===== config.mk =====
export PLATFORM = sky130hd
export DESIGN_NAME = freq_div_prog
export DESIGN_NICKNAME = d
export VERILOG_FILES = /design/src/rtl/freq_div_prog.sv
export SDC_FILE = /design/constraint.sdc
export NUM_CORES = 1
export LEC_CHECK = 0
export ABC_AREA = 1
export BUFFER_PORTS_ARGS = -buffer_cell sky130_fd_sc_hd__buf_2
export CAP_MARGIN = 10
export CORE_ASPECT_RATIO = 2
export CORE_UTILIZATION = 41
export DETAILED_ROUTE_END_ITERATION = 10
export GPL_TIMING_DRIVEN = 1
export PLACE_DENSITY = 0.58
export REMOVE_ABC_BUFFERS = 1
export SKIP_LAST_GASP = 1
export SLEW_MARGIN = 20
export SYNTH_ARGS = -nofsm -noshare
export SYNTH_HDL_FRONTEND = slang
export SYNTH_SLANG_ARGS = --single-unit

===== constraint.sdc =====
create_clock -name Fin -period 4.3 [get_ports Fin]
set_clock_uncertainty 0.15 [all_clocks]
set_input_delay 0.215 -clock Fin [delete_from_list [all_inputs] [get_ports Fin]]
set_output_delay 0.215 -clock Fin [all_outputs]
set_load 0.05 [all_outputs]

===== src/rtl/freq_div_prog.sv =====
// freq_div_prog
// Programmable divider clocked directly by the VCO (Fin). A single phase
// counter produces Fout with a period of R_act Fin cycles. The high phase
// lasts H_act = R_act>>1 cycles. New ratios are staged in a shadow register
// and only take effect at a period boundary, so Fout never glitches. A stop
// request is also deferred to a period boundary, so the last pulse is never cut.
//
// Ports
//   Fin     in   VCO clock, rising edge only
//   Resetn  in   asynchronous active-low reset
//   Enable  in   run request
//   Load    in   one-cycle strobe capturing Mode/Fsel/Div
//   Mode    in   0: R = 2^min(Fsel+1,WIDTH), 1: R = max(Div,2)
//   Fsel    in   power-of-two selector
//   Div     in   integer divide ratio
//   Fout    out  divided clock (registered)
//   Tick    out  one-cycle pulse with every Fout rising edge (registered)
//   Ack     out  one-cycle pulse when a loaded ratio becomes active (registered)
//   Busy    out  high while running (decoded straight from the state register)
module freq_div_prog #(
    parameter int WIDTH = 16,
    parameter int SELW  = 4
) (
    input  logic             Fin,
    input  logic             Resetn,
    input  logic             Enable,
    input  logic             Load,
    input  logic             Mode,
    input  logic [SELW-1:0]  Fsel,
    input  logic [WIDTH-1:0] Div,
    output logic             Fout,
    output logic             Tick,
    output logic             Ack,
    output logic             Busy
);

    // Ratios need one extra bit so that 2^WIDTH is representable.
    localparam int RW = WIDTH + 1;
    localparam logic [RW-1:0] R_MIN = RW'(2);

    typedef enum logic {
        IDLE = 1'b0,
        RUN  = 1'b1
    } state_t;

    // Turn the control word into a division ratio. The power-of-two exponent
    // saturates at WIDTH, and integer ratios below 2 are forced to 2.
    function automatic logic [RW-1:0] decode_ratio(
        input logic             mode,
        input logic [SELW-1:0]  fsel,
        input logic [WIDTH-1:0] div
    );
        logic [RW-1:0] r;
        int            e;
        r = R_MIN;
        e = 0;
        if (mode == 1'b0) begin
            e = int'(fsel) + 32'sd1;
            if (e > WIDTH) begin
                e = WIDTH;
            end else begin
                e = e;
            end
            r = RW'(1) << e;
        end else begin
            if (div < WIDTH'(2)) begin
                r = R_MIN;
            end else begin
                r = {1'b0, div};
            end
        end
        return r;
    endfunction

    state_t           state_r, state_n;
    logic [WIDTH-1:0] cnt_r, cnt_n;
    logic [RW-1:0]    r_act_r, r_act_n;
    logic [RW-1:0]    r_sh_r, r_sh_n;
    logic             pend_r, pend_n;
    logic             fout_r, fout_n;
    logic             tick_r, tick_n;
    logic             ack_r, ack_n;

    logic [RW-1:0]    dec_s;
    logic [WIDTH-1:0] cnt_inc_s;
    logic             wrap_s;

    assign dec_s     = decode_ratio(Mode, Fsel, Div);
    assign cnt_inc_s = cnt_r + WIDTH'(1);
    // Last cycle of the current output period.
    assign wrap_s    = (state_r == RUN) && ({1'b0, cnt_r} == (r_act_r - RW'(1)));

    // Next-state, counter, ratio bookkeeping and output decode.
    always_comb begin
        state_n = state_r;
        cnt_n   = cnt_r;
        r_act_n = r_act_r;
        r_sh_n  = r_sh_r;
        pend_n  = pend_r;
        fout_n  = fout_r;
        tick_n  = 1'b0;
        ack_n   = 1'b0;
        case (state_r)
            IDLE: begin
                cnt_n  = '0;
                fout_n = 1'b0;
                tick_n = 1'b0;
                // While idle every edge is a safe boundary. A Load that meets an
                // already pending ratio replaces it and is applied at once.
                if (Load && pend_r) begin
                    r_act_n = dec_s;
                    pend_n  = 1'b0;
                    ack_n   = 1'b1;
                end else if (Load) begin
                    r_sh_n = dec_s;
                    pend_n = 1'b1;
                end else if (pend_r) begin
                    r_act_n = r_sh_r;
                    pend_n  = 1'b0;
                    ack_n   = 1'b1;
                end else begin
                    pend_n = pend_r;
                end
                if (Enable) begin
                    state_n = RUN;
                    cnt_n   = '0;
                    fout_n  = 1'b1;
                    tick_n  = 1'b1;
                end else begin
                    state_n = IDLE;
                end
            end
            RUN: begin
                if (wrap_s) begin
                    // A new period starts high, whatever the new ratio is (H >= 1).
                    cnt_n  = '0;
                    fout_n = 1'b1;
                    tick_n = 1'b1;
                    if (Load) begin
                        r_act_n = dec_s;
                        pend_n  = 1'b0;
                        ack_n   = 1'b1;
                    end else if (pend_r) begin
                        r_act_n = r_sh_r;
                        pend_n  = 1'b0;
                        ack_n   = 1'b1;
                    end else begin
                        pend_n = pend_r;
                    end
                    if (!Enable) begin
                        state_n = IDLE;
                        fout_n  = 1'b0;
                        tick_n  = 1'b0;
                    end else begin
                        state_n = RUN;
                    end
                end else begin
                    cnt_n  = cnt_inc_s;
                    fout_n = ({1'b0, cnt_inc_s} < (r_act_r >> 1));
                    tick_n = 1'b0;
                    if (Load) begin
                        r_sh_n = dec_s;
                        pend_n = 1'b1;
                    end else begin
                        pend_n = pend_r;
                    end
                end
            end
            default: begin
                state_n = IDLE;
                cnt_n   = '0;
                fout_n  = 1'b0;
                tick_n  = 1'b0;
            end
        endcase
    end

    // State and datapath registers.
    always_ff @(posedge Fin or negedge Resetn) begin
        if (!Resetn) begin
            state_r <= IDLE;
            cnt_r   <= '0;
            r_act_r <= R_MIN;
            r_sh_r  <= R_MIN;
            pend_r  <= 1'b0;
            fout_r  <= 1'b0;
            tick_r  <= 1'b0;
            ack_r   <= 1'b0;
        end else begin
            state_r <= state_n;
            cnt_r   <= cnt_n;
            r_act_r <= r_act_n;
            r_sh_r  <= r_sh_n;
            pend_r  <= pend_n;
            fout_r  <= fout_n;
            tick_r  <= tick_n;
            ack_r   <= ack_n;
        end
    end

    assign Fout = fout_r;
    assign Tick = tick_r;
    assign Ack  = ack_r;
    assign Busy = (state_r == RUN);

endmodule

# [Word-level counts from Yosys, hierarchy flattened]
# Index checks and enable logic that the tools add are counted.
[totals] regBits=55 input_bits=25 output_inout_bits=4 elab_cells=60
[op_classes] n_addsub=3 n_lt_le_gt_ge=3 n_eq_ne=6 shifts=1 mux=34 n_bitwise=1 reduce_logical=4
[op_table] operator="$mux 17" count=9
[op_table] operator="$pmux 17 s2" count=2
[op_table] operator="$mux 16" count=2
[op_table] operator="$mux 32" count=1
[op_table] operator="$pmux 16 s2" count=1
[op_table] operator="$shl 1x32->17 const A" count=1
[op_table] operator="$eq 16x17->1" count=1
[op_table] operator="$sub 17x1->17 const B" count=1
[op_table] operator="$add 16x1->16 const B" count=1
[op_table] operator="$lt 16x16->1" count=1
[op_table] operator="$lt 16x2->1 const B" count=1
[op_table] operator="$mux 1" count=13
[op_table] operator="$pmux 1 s2" count=5
[op_table] operator="$add 4x1->5 const B" count=1
[op_table] operator="$gt 5x5->1 const B" count=1
[op_table] operator="$mux 5" count=1
[op_table] operator="$ne 2x2->1 const B" count=2
[op_table] operator="$reduce_and 2->1" count=2
[op_table] operator="$ne 3x2->1 const B" count=1
[op_table] operator="$ne 3x3->1 const B" count=1
[op_table] operator="$logic_and 1x1->1" count=2
[op_table] operator="$ne 2x1->1 const B" count=1
[op_table] operator="$not 1->1" count=1

# [Depth between registers and ports, before layout]
[depth] depth_word=9 depth_mapped=17 mapped_depth_nobuf=17

# [Worst setup path before layout]
# OpenSTA, ideal clock, no wires.
[synth_timing] kind="register to register" start="reg cnt_r[2]" end="reg fout_r, in the netlist Fout" setup_time_ns=0.067 t_arrival_ns=2.211 required_ns=4.083 setup_slack_ns=1.872 stages_incl_launch_ff=17 n_path_buf=0 synth_period_minus_slack_ns=2.428 cell_sequence="dfrtp_1 and3_1 nand2_1 nor2_1 nand4_1 nor2_1 nand3_1 nor2_1 nand2_1 nand2_1 inv_1 ha_1 nand2_1 nor2_1 a211oi_1 nand4_1 nand2_1"
[synth_between] elab_chain_len=4 word_cells_on_any_way=6 cone_classes="add/sub: 1; order compare: 1; eq/ne: 1; mux: 2; reduce/logical: 1"
[synth_rtl] element="from (decl)" line_no="76" source="logic [WIDTH-1:0] cnt_r, cnt_n;"
[synth_rtl] element="from (signal assigned)" line_no="191" source="cnt_r <= cnt_n;"
[synth_rtl] element="$add 16x1->16 / $eq 16x17->1 (equally long branches)" line_no="89, 91"
[synth_rtl] element="$lt 16x16->1 / $logic_and 1x1->1 (equally long branches)" line_no="159, 91"
[synth_rtl] element="$mux 1 *" line_no="134" source="if (wrap_s) begin"
[synth_rtl] element="$pmux 1 s2 *" line_no="103" source="case (state_r)"
[synth_rtl] element="named net fout_n" line_no="80" source="logic fout_r, fout_n;"
[synth_rtl] element="to (signal assigned)" line_no="195" source="fout_r <= fout_n;"
[synth_rtl] element="to (decl)" line_no="80"
# The timed path passes the listed nets; every way through them passes the cells marked *.
# A chain may end at the register's enable or synchronous reset.

# [Worst setup path in the final report]
[layout_timing] start="reg r_act_r[0]" end="reg state_r, in the netlist Busy"
[layout_between] elab_chain_len=5
[layout_rtl] element="from (decl)" line_no="77" source="logic [RW-1:0] r_act_r, r_act_n;"
[layout_rtl] element="from (signal assigned)" line_no="192" source="r_act_r <= r_act_n;"
[layout_rtl] element="$sub 17x1->17" line_no="91" source="assign wrap_s = (state_r == RUN) && ({1'b0, cnt_r} == (r_act_r - RW'(1)));"
[layout_rtl] element="$eq 16x17->1" line_no="91"
[layout_rtl] element="$logic_and 1x1->1" line_no="91"
[layout_rtl] element="$mux 1" line_no="134"
[layout_rtl] element="$pmux 1 s2" line_no="103"
[layout_rtl] element="named net state_n" line_no="75" source="state_t state_r, state_n;"
[layout_rtl] element="to (signal assigned)" line_no="190" source="state_r <= state_n;"
[layout_rtl] element="to (decl)" line_no="75"
# The timed path passes the listed nets, and every way through them passes these cells.

==> impl_results.md <==
- Core area: 10200 um2
- Final worst slack: 1.15 ns
- Setup_tns: 0 ns
- Fraction of registers with async set/reset: 100%
- Via density: 5.11
- Input/output buffers: 28
- Row cnt: 52
- Layout filler cell count: 1097
- First-pass GRT wire length: 20.6 mm
- Initial Utilization: 42.3%
- Yosys warns: 0
- Final period util: 73.3%
- Relative slew slack: 49.8%
- Die X: 74.6 um
- Sink Count: 55
- Most frequent cells in the layout: 206 x nand2_1, 82 x inv_1, 80 x nand3_1
- Detailed placement HPWL: 9.33 mm
- Worst Path Max Fanout: 35
- TritonCTS clock tree: done
- P_leak: 2.58 nW
- H-tree level count: 2
- Placed cell areas: 4550 um2
- Clock buffer depth: 2
- Clk Latency, worst-skew pair: 0.30 ns
- Global route overflow: 0
- Worst-margin pin slew: 0.753 ns
- Critical path's slowest cell: nand2_2
- Inserted Clock Buffers: 5
- Mapped Avg Cell Area: 6.48 um2
- CTS clk-pin slew, worst paths: 0.08 ns
- Worst path bufs/invs: 2
- First-pass detailed-route iteration total: 5
- Largest net degree at the start of global routing: 56
- Final count of hold timing violations: 0
- Startpoint types: flop
- Number of synthesized register bits: 55
- Post-synth EDFFs: 0
- Slowest cell delay on critical path: 0.58 ns
- RSZ-0062 raised after global routing: false
- CP delay by family, top: simple AND/OR/NAND/NOR gates
- Fin util: 46.5%
- Die Y: 147 um
- Worst EP arrival: 3.20 ns
- Place WS: 1.15 ns
- CTS root buf: clkbuf_16
- Seq/Total Area, Yosys: 31.9%
- Total track usage: 24.6%
- WL final: 12.0 mm
- GPL Wtd Cong: 0.896
- WS Path Type: reg -> reg
- Initial antenna violation count: 0
- Design area: 4750 um2
- DR WL/cell: 14.6 um
- Layout Cells excl Fill: 824
- Setup Buffers After CTS: 0
- # resized after CTS: 0
- VDD IR-drop max: 0.000226 V
- Vias in the first global route: 4277
- Final-report setup violation count: 0
- Most common cell after layout, fill and taps aside: nand2_1
- Initial DRC Count: 241
- Routed Antenna Nets: 0
- Fmax: 317 MHz
- Number of distinct library cells after synthesis: 38
- Syn Inst Count: 667
- Main flop type after synthesis: dfrtp_1
- Minimum clock period: 3.15 ns
- Crit path capture type: flop
- Max_cap viols: 0
- Crit path required time: 4.34 ns
- FF+latch area: 1380 um2
- Antenna Cells: 0
- Remaining DRCs: 0
- Post-synthesis cell area: 4320 um2
- Die area: 11000 um2
- Slew Limit Fails: 0
- Layout cells sized above 1: 10.6%
- Status: finished clean
- Ports: 29
- Hold Crit Class: in -> reg
- CP cell instances: inv_1, ha_1, nand2_1, nor2_1, nand2_1, nand3_1, o21ai_0, nor2_1, nand2_1, nor2_1, nand3_1, nand2_2, inv_1, or2_1
- Placed Instances: 814
- Routed via count: 4207
- P&R area growth vs syn: 9.78%
- Hold buffer count at CTS: 2
- Area of the multi-input gates: 2520 um2
- Nets: 730
- Pwr/cell area: 581 nW/um2
==> worst paths after layout <==
path                                 start  slack (ns)           to  cells past startpoint
worst min-delay path                  Load        0.05       pend_r                      3
worst max-delay path            r_act_r[0]        1.15         Busy                     14
worst max register to register  r_act_r[0]        1.15         Busy                     14
min in group asynchronous           Resetn        0.44     cnt_r[5]                      3
max in group asynchronous           Resetn        3.04  r_act_r[13]                      3
worst min register to register   r_sh_r[1]        0.32    r_sh_r[1]                      2
==> synth_stat cells, drive strengths merged (3+ instances only) <==
master    n  area share [%]
nor2     79             8.1
xnor2     7             1.4
buf       9             1.5
nand4    10             1.4
clkbuf   10            0.87
nand2   223              20
xor2     10             2.0
nand3    81             9.7
inv      84             7.3
nand3b    3            0.52
o21ai    49             5.7
nor3      4            0.46
dfrtp    53              31
ha       17             4.9
o211ai    6             1.0
a21oi     9             1.0
==> metal layers <==
metal  GRT usage [%]  share of wire, %  routed length [um]  up-vias
met5               0                 0                   0        -
met4            10.6               3.9                 472        0
met3            2.67               2.4                 287       28
met2            44.3                54                6500      102
met1            28.0                40                4760     1910
li1                -                 -                   -     2167
==> tightest hold or removal path, delay by kind of cell <==
family	cells	cell delay (ns)
compound gates	1	0.04
simple gates	1	0.08
buf+inv	1	0.12
==> registers in the layout, summed over array words and instances, names as in the netlist <==
register and cells:
r_act_r 17, r_sh_r 17, pend_r 1, Fout 1
Tick 1, Busy 1, cnt_r 16, Ack 1
==> per-stage QoR <==
stage               hold slack [ns]  total power, W
finish                       0.0539         0.00276
global route                 0.0540         0.00303
CTS                          0.0510         0.00277
floorplan                    -0.231         0.00186
global placement              0.256         0.00224
detailed placement            0.258         0.00227
==> power breakdown <==
group / switching, W / internal, W
Combinational: 0.000951 / 0.000508
Sequential: 0.000168 / 0.000636
Clock: 0.000203 / 0.000291
==> logic make-up after synthesis <==
family	Yosys count	share of synthesized area, %
xor gates and xnor gates	17	3.44
DFF	55	31.9
buffers and inverters	104	9.75
AOI/OAI and AO/OA	71	8.91
and+or+nand+nor	403	41.1
adders and majority gates	17	4.92
==> layout make-up <==
type,instances,area share (%)
Multi-Input combinational cell,508,53.2
Clock inverter,2,0.738
Sequential cell,55,29.0
Timing Repair Buffer,33,3.85
Inverter,85,6.72
Clock buffer,6,2.93
Tap cell,135,3.56
(Power assumes the default switching activity.)
